`config.mk`:
```
export PLATFORM = sky130hd
export DESIGN_NAME = ram_arbiter
export DESIGN_NICKNAME = d
export VERILOG_FILES = /design/src/rtl/ram_arbiter.sv
export SDC_FILE = /design/constraint.sdc
export NUM_CORES = 1
export LEC_CHECK = 0
export CAP_MARGIN = 20
export CORE_MARGIN = 2
export CORE_UTILIZATION = 44
export DETAILED_ROUTE_END_ITERATION = 6
export GPL_TIMING_DRIVEN = 0
export PLACE_DENSITY_LB_ADDON = 0.1
export REMOVE_ABC_BUFFERS = 1
export SYNTH_ARGS = -nofsm -noshare
export SYNTH_HDL_FRONTEND = slang
export SYNTH_SLANG_ARGS = --single-unit
```
`constraint.sdc`:
```
create_clock -name clock -period 3.8 [get_ports clock]
set_input_delay 0.76 -clock clock [delete_from_list [all_inputs] [get_ports clock]]
set_output_delay 0.76 -clock clock [all_outputs]
set_load 0.02 [all_outputs]
```
`src/rtl/ram_arbiter.sv`:
```
`default_nettype none
//==============================================================================
// ram_arbiter : round-robin arbiter giving two masters access to one RAM port
// Rev 1.0
//==============================================================================
module ram_arbiter #(
  parameter int ADDR_W = 16,
  parameter int DATA_W = 16,
  parameter int RD_LAT = 1
) (
  input  logic              clock,
  input  logic              reset,
  input  logic              m0_req,
  input  logic              m0_rw,
  input  logic [ADDR_W-1:0] m0_addr,
  input  logic [DATA_W-1:0] m0_wdata,
  output logic              m0_ack,
  output logic [DATA_W-1:0] m0_rdata,
  input  logic              m1_req,
  input  logic              m1_rw,
  input  logic [ADDR_W-1:0] m1_addr,
  input  logic [DATA_W-1:0] m1_wdata,
  output logic              m1_ack,
  output logic [DATA_W-1:0] m1_rdata,
  output logic [ADDR_W-1:0] ram_addr,
  output logic [DATA_W-1:0] ram_wdata,
  output logic              ram_rw,
  input  logic [DATA_W-1:0] ram_rdata,
  output logic              busy
);

  typedef enum logic [1:0] {
    IDLE   = 2'd0,
    ACCESS = 2'd1,
    WAIT   = 2'd2,
    DONE   = 2'd3
  } state_t;

  localparam logic [2:0] c_wait_init = 3'(RD_LAT - 1);

  state_t            r_state, w_state_nxt;
  logic              r_ptr, w_ptr_nxt;
  logic              r_gnt, w_gnt_nxt;
  logic              w_sel;
  logic [2:0]        r_cnt, w_cnt_nxt;
  logic              r_ram_rw, w_ram_rw_nxt;
  logic [ADDR_W-1:0] r_ram_addr, w_ram_addr_nxt;
  logic [DATA_W-1:0] r_ram_wdata, w_ram_wdata_nxt;
  logic              r_m0_ack, w_m0_ack_nxt;
  logic              r_m1_ack, w_m1_ack_nxt;
  logic [DATA_W-1:0] r_m0_rdata, w_m0_rdata_nxt;
  logic [DATA_W-1:0] r_m1_rdata, w_m1_rdata_nxt;
  logic              r_busy, w_busy_nxt;

  always_comb begin
    w_state_nxt     = r_state;
    w_ptr_nxt       = r_ptr;
    w_gnt_nxt       = r_gnt;
    w_sel           = r_ptr;
    w_cnt_nxt       = r_cnt;
    w_ram_rw_nxt    = 1'b0;
    w_ram_addr_nxt  = r_ram_addr;
    w_ram_wdata_nxt = r_ram_wdata;
    w_m0_ack_nxt    = 1'b0;
    w_m1_ack_nxt    = 1'b0;
    w_m0_rdata_nxt  = r_m0_rdata;
    w_m1_rdata_nxt  = r_m1_rdata;

    case (r_state)
      IDLE: begin
        if (m0_req || m1_req) begin
          // contention goes to the pointer, a lone requester always wins
          w_sel           = (m0_req && m1_req) ? r_ptr : m1_req;
          w_gnt_nxt       = w_sel;
          w_ram_rw_nxt    = w_sel ? m1_rw    : m0_rw;
          w_ram_addr_nxt  = w_sel ? m1_addr  : m0_addr;
          w_ram_wdata_nxt = w_sel ? m1_wdata : m0_wdata;
          w_state_nxt     = ACCESS;
        end
      end
      ACCESS: begin
        if (r_ram_rw) begin
          w_state_nxt  = DONE;
          w_m0_ack_nxt = ~r_gnt;
          w_m1_ack_nxt = r_gnt;
        end else begin
          w_state_nxt = WAIT;
          w_cnt_nxt   = c_wait_init;
        end
      end
      WAIT: begin
        if (r_cnt == 3'd0) begin
          w_state_nxt  = DONE;
          w_m0_ack_nxt = ~r_gnt;
          w_m1_ack_nxt = r_gnt;
          if (r_gnt) w_m1_rdata_nxt = ram_rdata;
          else       w_m0_rdata_nxt = ram_rdata;
        end else begin
          w_cnt_nxt = r_cnt - 3'd1;
        end
      end
      DONE: begin
        w_ptr_nxt   = ~r_gnt;
        w_state_nxt = IDLE;
      end
      default: w_state_nxt = IDLE;
    endcase

    w_busy_nxt = (w_state_nxt != IDLE);
  end

  always_ff @(posedge clock) begin
    if (reset) begin
      r_state     <= IDLE;
      r_ptr       <= 1'b0;
      r_gnt       <= 1'b0;
      r_cnt       <= 3'd0;
      r_ram_rw    <= 1'b0;
      r_ram_addr  <= '0;
      r_ram_wdata <= '0;
      r_m0_ack    <= 1'b0;
      r_m1_ack    <= 1'b0;
      r_m0_rdata  <= '0;
      r_m1_rdata  <= '0;
      r_busy      <= 1'b0;
    end else begin
      r_state     <= w_state_nxt;
      r_ptr       <= w_ptr_nxt;
      r_gnt       <= w_gnt_nxt;
      r_cnt       <= w_cnt_nxt;
      r_ram_rw    <= w_ram_rw_nxt;
      r_ram_addr  <= w_ram_addr_nxt;
      r_ram_wdata <= w_ram_wdata_nxt;
      r_m0_ack    <= w_m0_ack_nxt;
      r_m1_ack    <= w_m1_ack_nxt;
      r_m0_rdata  <= w_m0_rdata_nxt;
      r_m1_rdata  <= w_m1_rdata_nxt;
      r_busy      <= w_busy_nxt;
    end
  end

  assign ram_rw    = r_ram_rw;
  assign ram_addr  = r_ram_addr;
  assign ram_wdata = r_ram_wdata;
  assign m0_ack    = r_m0_ack;
  assign m1_ack    = r_m1_ack;
  assign m0_rdata  = r_m0_rdata;
  assign m1_rdata  = r_m1_rdata;
  assign busy      = r_busy;

endmodule
`default_nettype wire

```
==> impl_metrics.ini, run 1 <==
[run_status]
result_of_the_run = finished clean

[placed_design]
gp_congestion = 0.780
dp_hpwl_um = 6150
post_placement_worst_setup_slack_ns = 0.612
total_placed_instance_area_um2 = 4710
buffer_ports.inserted = 153

[floorplan]
design.portCount = 154
rows = 31
core_um2 = 7180
width_of_the_chip_um = 89.5
dieArea_um2 = 8000
starting_utilization_of_the_core_area_pct = 44.8
floorplan.die.height_um = 89.5

[worst_setup_path]
cp_startpoint_kind = primary input
cpMaxStageDelayCell = inv_1
endpoint_kind = flip-flop
worst-setup-path-type = in -> reg
worst-path-buf-inv = 2
arrival_ns = 3.08
cp_slowest_stage_delay_ns = 0.90
timing.critical_path.cells = clkdlybuf4s50_1, inv_1, o21ai_0, a311oi_1
cp_data_required_time_ns = 4.05
critical_path.top_delay_family = buffers and inverters
crit_fanout = 33

[cells_and_area]
postLayoutCellArea_um2 = 4920
flow.area_growth_from_synthesis_pct = 53.1
design.final.nets = 611
drive_above_1_share_pct = 4.97
layout.cells.most_common_list = clkdlybuf4s50_1, dfxtp_1, nand2_1, nor2_1
fill_cells = 589
insertedDiodeCount = 0
layout_commonest_cell = clkdlybuf4s50_1

[power_and_ir_drop]
peakVddDrop_v = 0.000309
total_internal_power_mw = 1.90
pwr-share-comb_pct = 43.0
static-leakage-power_nw = 1.71
power.density_cell_area_nw_per_um2 = 613
sequential_group_share_of_total_power_pct = 35.6
power.switching_mw = 1.12
report.power.total_mw = 3.01
p_sw_share_pct = 37.1
power.clock.fraction_pct = 21.3

[timing]
tns_ns = 0
slew_violations = 0
worst_pin_slew_ns = 1.02
timing.clock.skew_ns = 0.00938
report.final.setup_viol = 0
hold_viol = 0
postLayoutSetupSlackWorst_ns = 0.977
maxClockFrequency_ghz = 0.354
hold_slack_ns = 0.454
slew_headroom_pct = 32.0
unrepaired_setup_endpoints_after_global_routing = false
layout_worst_path_cycle_share_pct = 74.3
crit_path_time_final_ns = 2.82

[flow_run]
drv.max_cap_violation_count = 0

[logic_synthesis]
syn_area_per_cell_um2 = 8.28
synth_sequential_area_ratio_pct = 46.7
syn-cell-area_um2 = 3210
postSynthRegisterBits = 75
synth.distinct_cells = 34
netlist_instances = 388
synthesis_warnings = 0

[clock_network]
cts_tree = built
post_cts.resized_instances = 0
worst_setup_hold_path_clk_slew_ns = 0.09
root_buf_cell = clkbuf_8
clkSinkCount = 75
clock_latency_ns = 0.34
postCtsSetupRepairBufs = 0
cts_made_buffers = 9
hold_buffers = 0
cts.path.max_buffers = 2
cts-htree-levels = 3

[global_routing]
global_route_wire_length_before_repair_um = 13600
grtUsageTotal_pct = 22.1
first_global_vias = 2862
grt_max_degree = 65
grt_ovf = 0
number_of_antenna_violations_at_the_first_check_in_global_routing = 0

[detailed_routing]
route.vias.total = 3258
drt-wirelength-per-cell_um = 14.5
drc = 0
drt_pass1_iterations = 4
totalWireLength_um = 9050
postRouteAntennaNets = 0
drtIter0Drc = 109
vias_per_cell = 5.24

[worst_hold_path]
min-delay-path-class = reg -> reg
## metal layers
| layer | vias to the layer above | share of wire (%) | wire, um | global-route usage, % |
|---|---|---|---|---|
| met2 | 125 | 47 | 4250 | 34.5 |
| met5 | - | 0 | 0 | 0 |
| met1 | 1498 | 41 | 3730 | 27.5 |
| met4 | 0 | 1.8 | 160 | 8.41 |
| met3 | 11 | 10 | 909 | 8.77 |
| li1 | 1624 | - | - | - |
## synth_stat cells (all sizes together)
cell	number	area share [%]
dfxtp	75	47
nand2	65	7.6
nor2	39	4.6
o21ai	36	5.6
nand3	35	5.5
a21oi	32	5.0
a311oi	32	9.1
buf	22	4.9
clkbuf	15	1.8
inv	8	0.93
ha	7	2.7
mux2i	2	0.62
nor4	2	0.39
o32ai	2	0.55
or2	2	0.39
a211oi	1	0.23
a221oi	1	0.27
a22o	1	0.27
a22oi	1	0.23
a31oi	1	0.19
a32oi	1	0.27
and2b	1	0.23
and3	1	0.19
and3b	1	0.27
nand2b	1	0.19
nand3b	1	0.23
o21a	1	0.47
o31ai	1	0.23
or3b	1	0.27
## metrics by stage
| stage | instances | utilization (%) |
|---|---|---|
| floorplan | 351 | - |
| global placement | 603 | 64.8 |
| detailed placement | 606 | 65.6 |
| CTS | 622 | 68.6 |
| global route | 622 | 68.6 |
| finish | 622 | 68.6 |
## worst reg2reg max path, delay by kind of cell, from the launching register on
family                     cells  cell delay, ns
AOI/OAI and AO/OA              1            0.09
buffers and inverters          1            0.13
DFF                            1            0.35
adders and majority gates      1            0.39
and+or+nand+nor                2            0.80
## power groups by stage
stage	Combinational, mW	Sequential, mW	Clock [mW]
after global routing	1.42	1.10	0.688
final	1.30	1.07	0.643
after global placement	1.27	1.08	0
after detailed placement	1.30	1.09	0
after CTS	1.30	1.08	0.656
after floorplan	0.513	1.29	0
## kinds of logic (layout without fill, tap and decap cells)
family | count (synthesis) | count (layout) | share of synthesized area (%)
flip-flops | 75 | 75 | 46.7
adder cells (fa/ha/maj) | 7 | 7 | 2.73
AO/OA/AOI/OAI | 110 | 110 | 22.4
AND/OR/NAND/NOR | 149 | 149 | 19.8
multiplexers | 2 | 2 | 0.623
buffers and inverters | 45 | 180 | 7.71
## path summary, 6_finish.rpt
check / from / to / slack (ns) / cells after the start
max: m1_req / ram_addr[10] / 0.98 / 4
min: m1_rdata[15] / m1_rdata[15] / 0.45 / 2
min reg2reg: m1_rdata[15] / m1_rdata[15] / 0.45 / 2
max reg2reg: r_state[0] / m0_rdata[7] / 1.87 / 5
## flip-flops by register name, indices dropped and copies added (netlist names), 2 cells and up
signal / count
m0_rdata: 16
ram_addr: 16
ram_wdata: 16
m1_rdata: 16
r_cnt: 3
r_state: 2
## cell type report
type                            instances  area, um^2  area share (%)
Clock inverter                          5        60.1            1.22
Multi-Input combinational cell        268        1460            29.8
Sequential cell                        75        1500            30.5
Clock buffer                           11         151            3.08
Timing Repair Buffer                  156        1590            32.3
Tap cell                               99         124            2.52
Inverter                                8        30.0           0.610
Power figures use the tool's default switching activity.
==> inputs of run 2 (changes only) <==
--- a/config.mk
+++ b/config.mk
@@ -7,7 +7,7 @@
 export LEC_CHECK = 0
 export CAP_MARGIN = 20
 export CORE_MARGIN = 2
-export CORE_UTILIZATION = 44
+export CORE_UTILIZATION = 37
 export DETAILED_ROUTE_END_ITERATION = 6
 export GPL_TIMING_DRIVEN = 0
 export PLACE_DENSITY_LB_ADDON = 0.1
==> constraint.sdc (replaced) <==
create_clock -name clock -period 2.4 [get_ports clock]
set_input_delay 0.48 -clock clock [delete_from_list [all_inputs] [get_ports clock]]
set_output_delay 0.48 -clock clock [all_outputs]
set_load 0.02 [all_outputs]
==> impl_metrics.ini, run 2 (synthesized netlist as in run 1, its figures left out) <==
[cells_and_area]
layout.area.seq_um2 = 1500
design.final.nets = 613
flow.area_growth_from_synthesis_pct = 54.4
fill_cells = 780
final_core_utilization_pct = 59.8
insertedDiodeCount = 0
area_occupied_by_multi_input_gates_um2 = 1470
layout.cells.most_common_list = clkdlybuf4s50_1, dfxtp_1, nand2_1, nor2_1
layout_commonest_cell = clkdlybuf4s50_1
drive_above_1_share_pct = 5.52

[worst_hold_path]
hp-start = m1_rdata[10]
min-delay-path-class = reg -> reg

[timing]
postLayoutSetupSlackWorst_ns = 0.215
layout_worst_path_cycle_share_pct = 91.0
hold_viol = 0
maxClockFrequency_ghz = 0.458
unrepaired_setup_endpoints_after_global_routing = false
tns_ns = 0
crit_path_time_final_ns = 2.18
slew_violations = 0
timing.clock.skew_ns = 0.0122
report.final.setup_viol = 0
worst_pin_slew_ns = 1.04
slew_headroom_pct = 30.4
hold_slack_ns = 0.456

[power_and_ir_drop]
sequential_group_share_of_total_power_pct = 34.7
power.density_cell_area_nw_per_um2 = 988
p_sw_share_pct = 37.5
static-leakage-power_nw = 1.72
report.power.total_mw = 4.90
power.clock.fraction_pct = 22.3
pwr-share-comb_pct = 43.0
total_internal_power_mw = 3.06
peakVddDrop_v = 0.000530
power.switching_mw = 1.84

[global_routing]
grt_ovf = 0
global_route_wire_length_before_repair_um = 15500
first_global_vias = 3233
grt_max_degree = 65
grtUsageTotal_pct = 20.0
number_of_antenna_violations_at_the_first_check_in_global_routing = 0

[worst_setup_path]
crit-reg2reg-launch = r_state[0]
endpoint_kind = flip-flop
critical_path.startpoint = m0_req
crit_fanout = 33
cp_startpoint_kind = primary input
cp_data_required_time_ns = 2.66
worst-setup-path-type = in -> reg
arrival_ns = 2.45

[clock_network]
cts.path.max_buffers = 2
clock_latency_ns = 0.35
cts_made_buffers = 9
clkSinkCount = 75
worst_setup_hold_path_clk_slew_ns = 0.09
root_buf_cell = clkbuf_8
cts-htree-levels = 3
cts_tree = built
hold_buffers = 0

[placed_design]
dp_hpwl_um = 6450
buffer_ports.inserted = 153
gp_congestion = 0.776
post_placement_worst_setup_slack_ns = -0.380

[run_status]
result_of_the_run = finished clean

[detailed_routing]
drc = 0
totalWireLength_um = 9910
drt_pass1_iterations = 5
route.vias.total = 3300
postRouteAntennaNets = 0
vias_per_cell = 5.24
drt-wirelength-per-cell_um = 15.7
drtIter0Drc = 119

[floorplan]
width_of_the_chip_um = 97.2
starting_utilization_of_the_core_area_pct = 38.7
core_um2 = 8300
rows = 33
design.portCount = 154
dieArea_um2 = 9450
floorplan.die.height_um = 97.2

[flow_run]
drv.max_cap_violation_count = 0
-- run 2: worst paths after layout --
check        depth (start not counted)            end  slack, ns
min                                  2   m1_rdata[10]       0.46
max                                  4  ram_wdata[14]       0.22
min reg2reg                          2   m1_rdata[10]       0.46
max reg2reg                          5    m1_rdata[6]       0.40
-- run 2: worst max-delay path, cell delays in order --
cell             delay [ns]
clkdlybuf4s50_1        0.60
and2b_1                0.85
o21ai_0                0.19
a311oi_1               0.30
-- run 2: stage by stage --
step                instances  area, um^2
CTS                       628        4940
finish                    630        4960
detailed placement        612        4720
global route              630        4960
global placement          609        4660
floorplan                 351        3000
-- run 2: cell type report --
type                            count  area share [%]
Clock buffer                        9            2.50
Clock inverter                      7            2.02
Inverter                            8           0.681
Multi-Input combinational cell    269            29.7
Sequential cell                    75            30.3
Tap cell                          105            2.65
Timing Repair Buffer              156            32.1
Timing Repair inverter              1           0.151
-- run 2: what timing repair did --
action	4_1_cts	5_1_grt
buffers inserted	0	0
resized for setup	0	3
endpoints found under the setup margin	0	33
-- run 2: power by group through the flow --
stage                     Clock [mW]  Combinational, mW  Sequential (mW)
after CTS                       1.11               2.07             1.70
after floorplan                    0              0.812             2.04
after detailed placement           0               2.07             1.73
after global routing            1.17               2.30             1.74
final                           1.09               2.11             1.70
after global placement             0               2.03             1.72
-- run 2: layer usage --
layer  track usage (%)  part of all wire, %  vias to the layer above
met3              8.42                  9.4                       12
met5                 0                    0                        -
met4              6.93                  1.5                        0
li1                  -                    -                     1634
met2              32.3                   45                      127
met1              23.9                   45                     1527
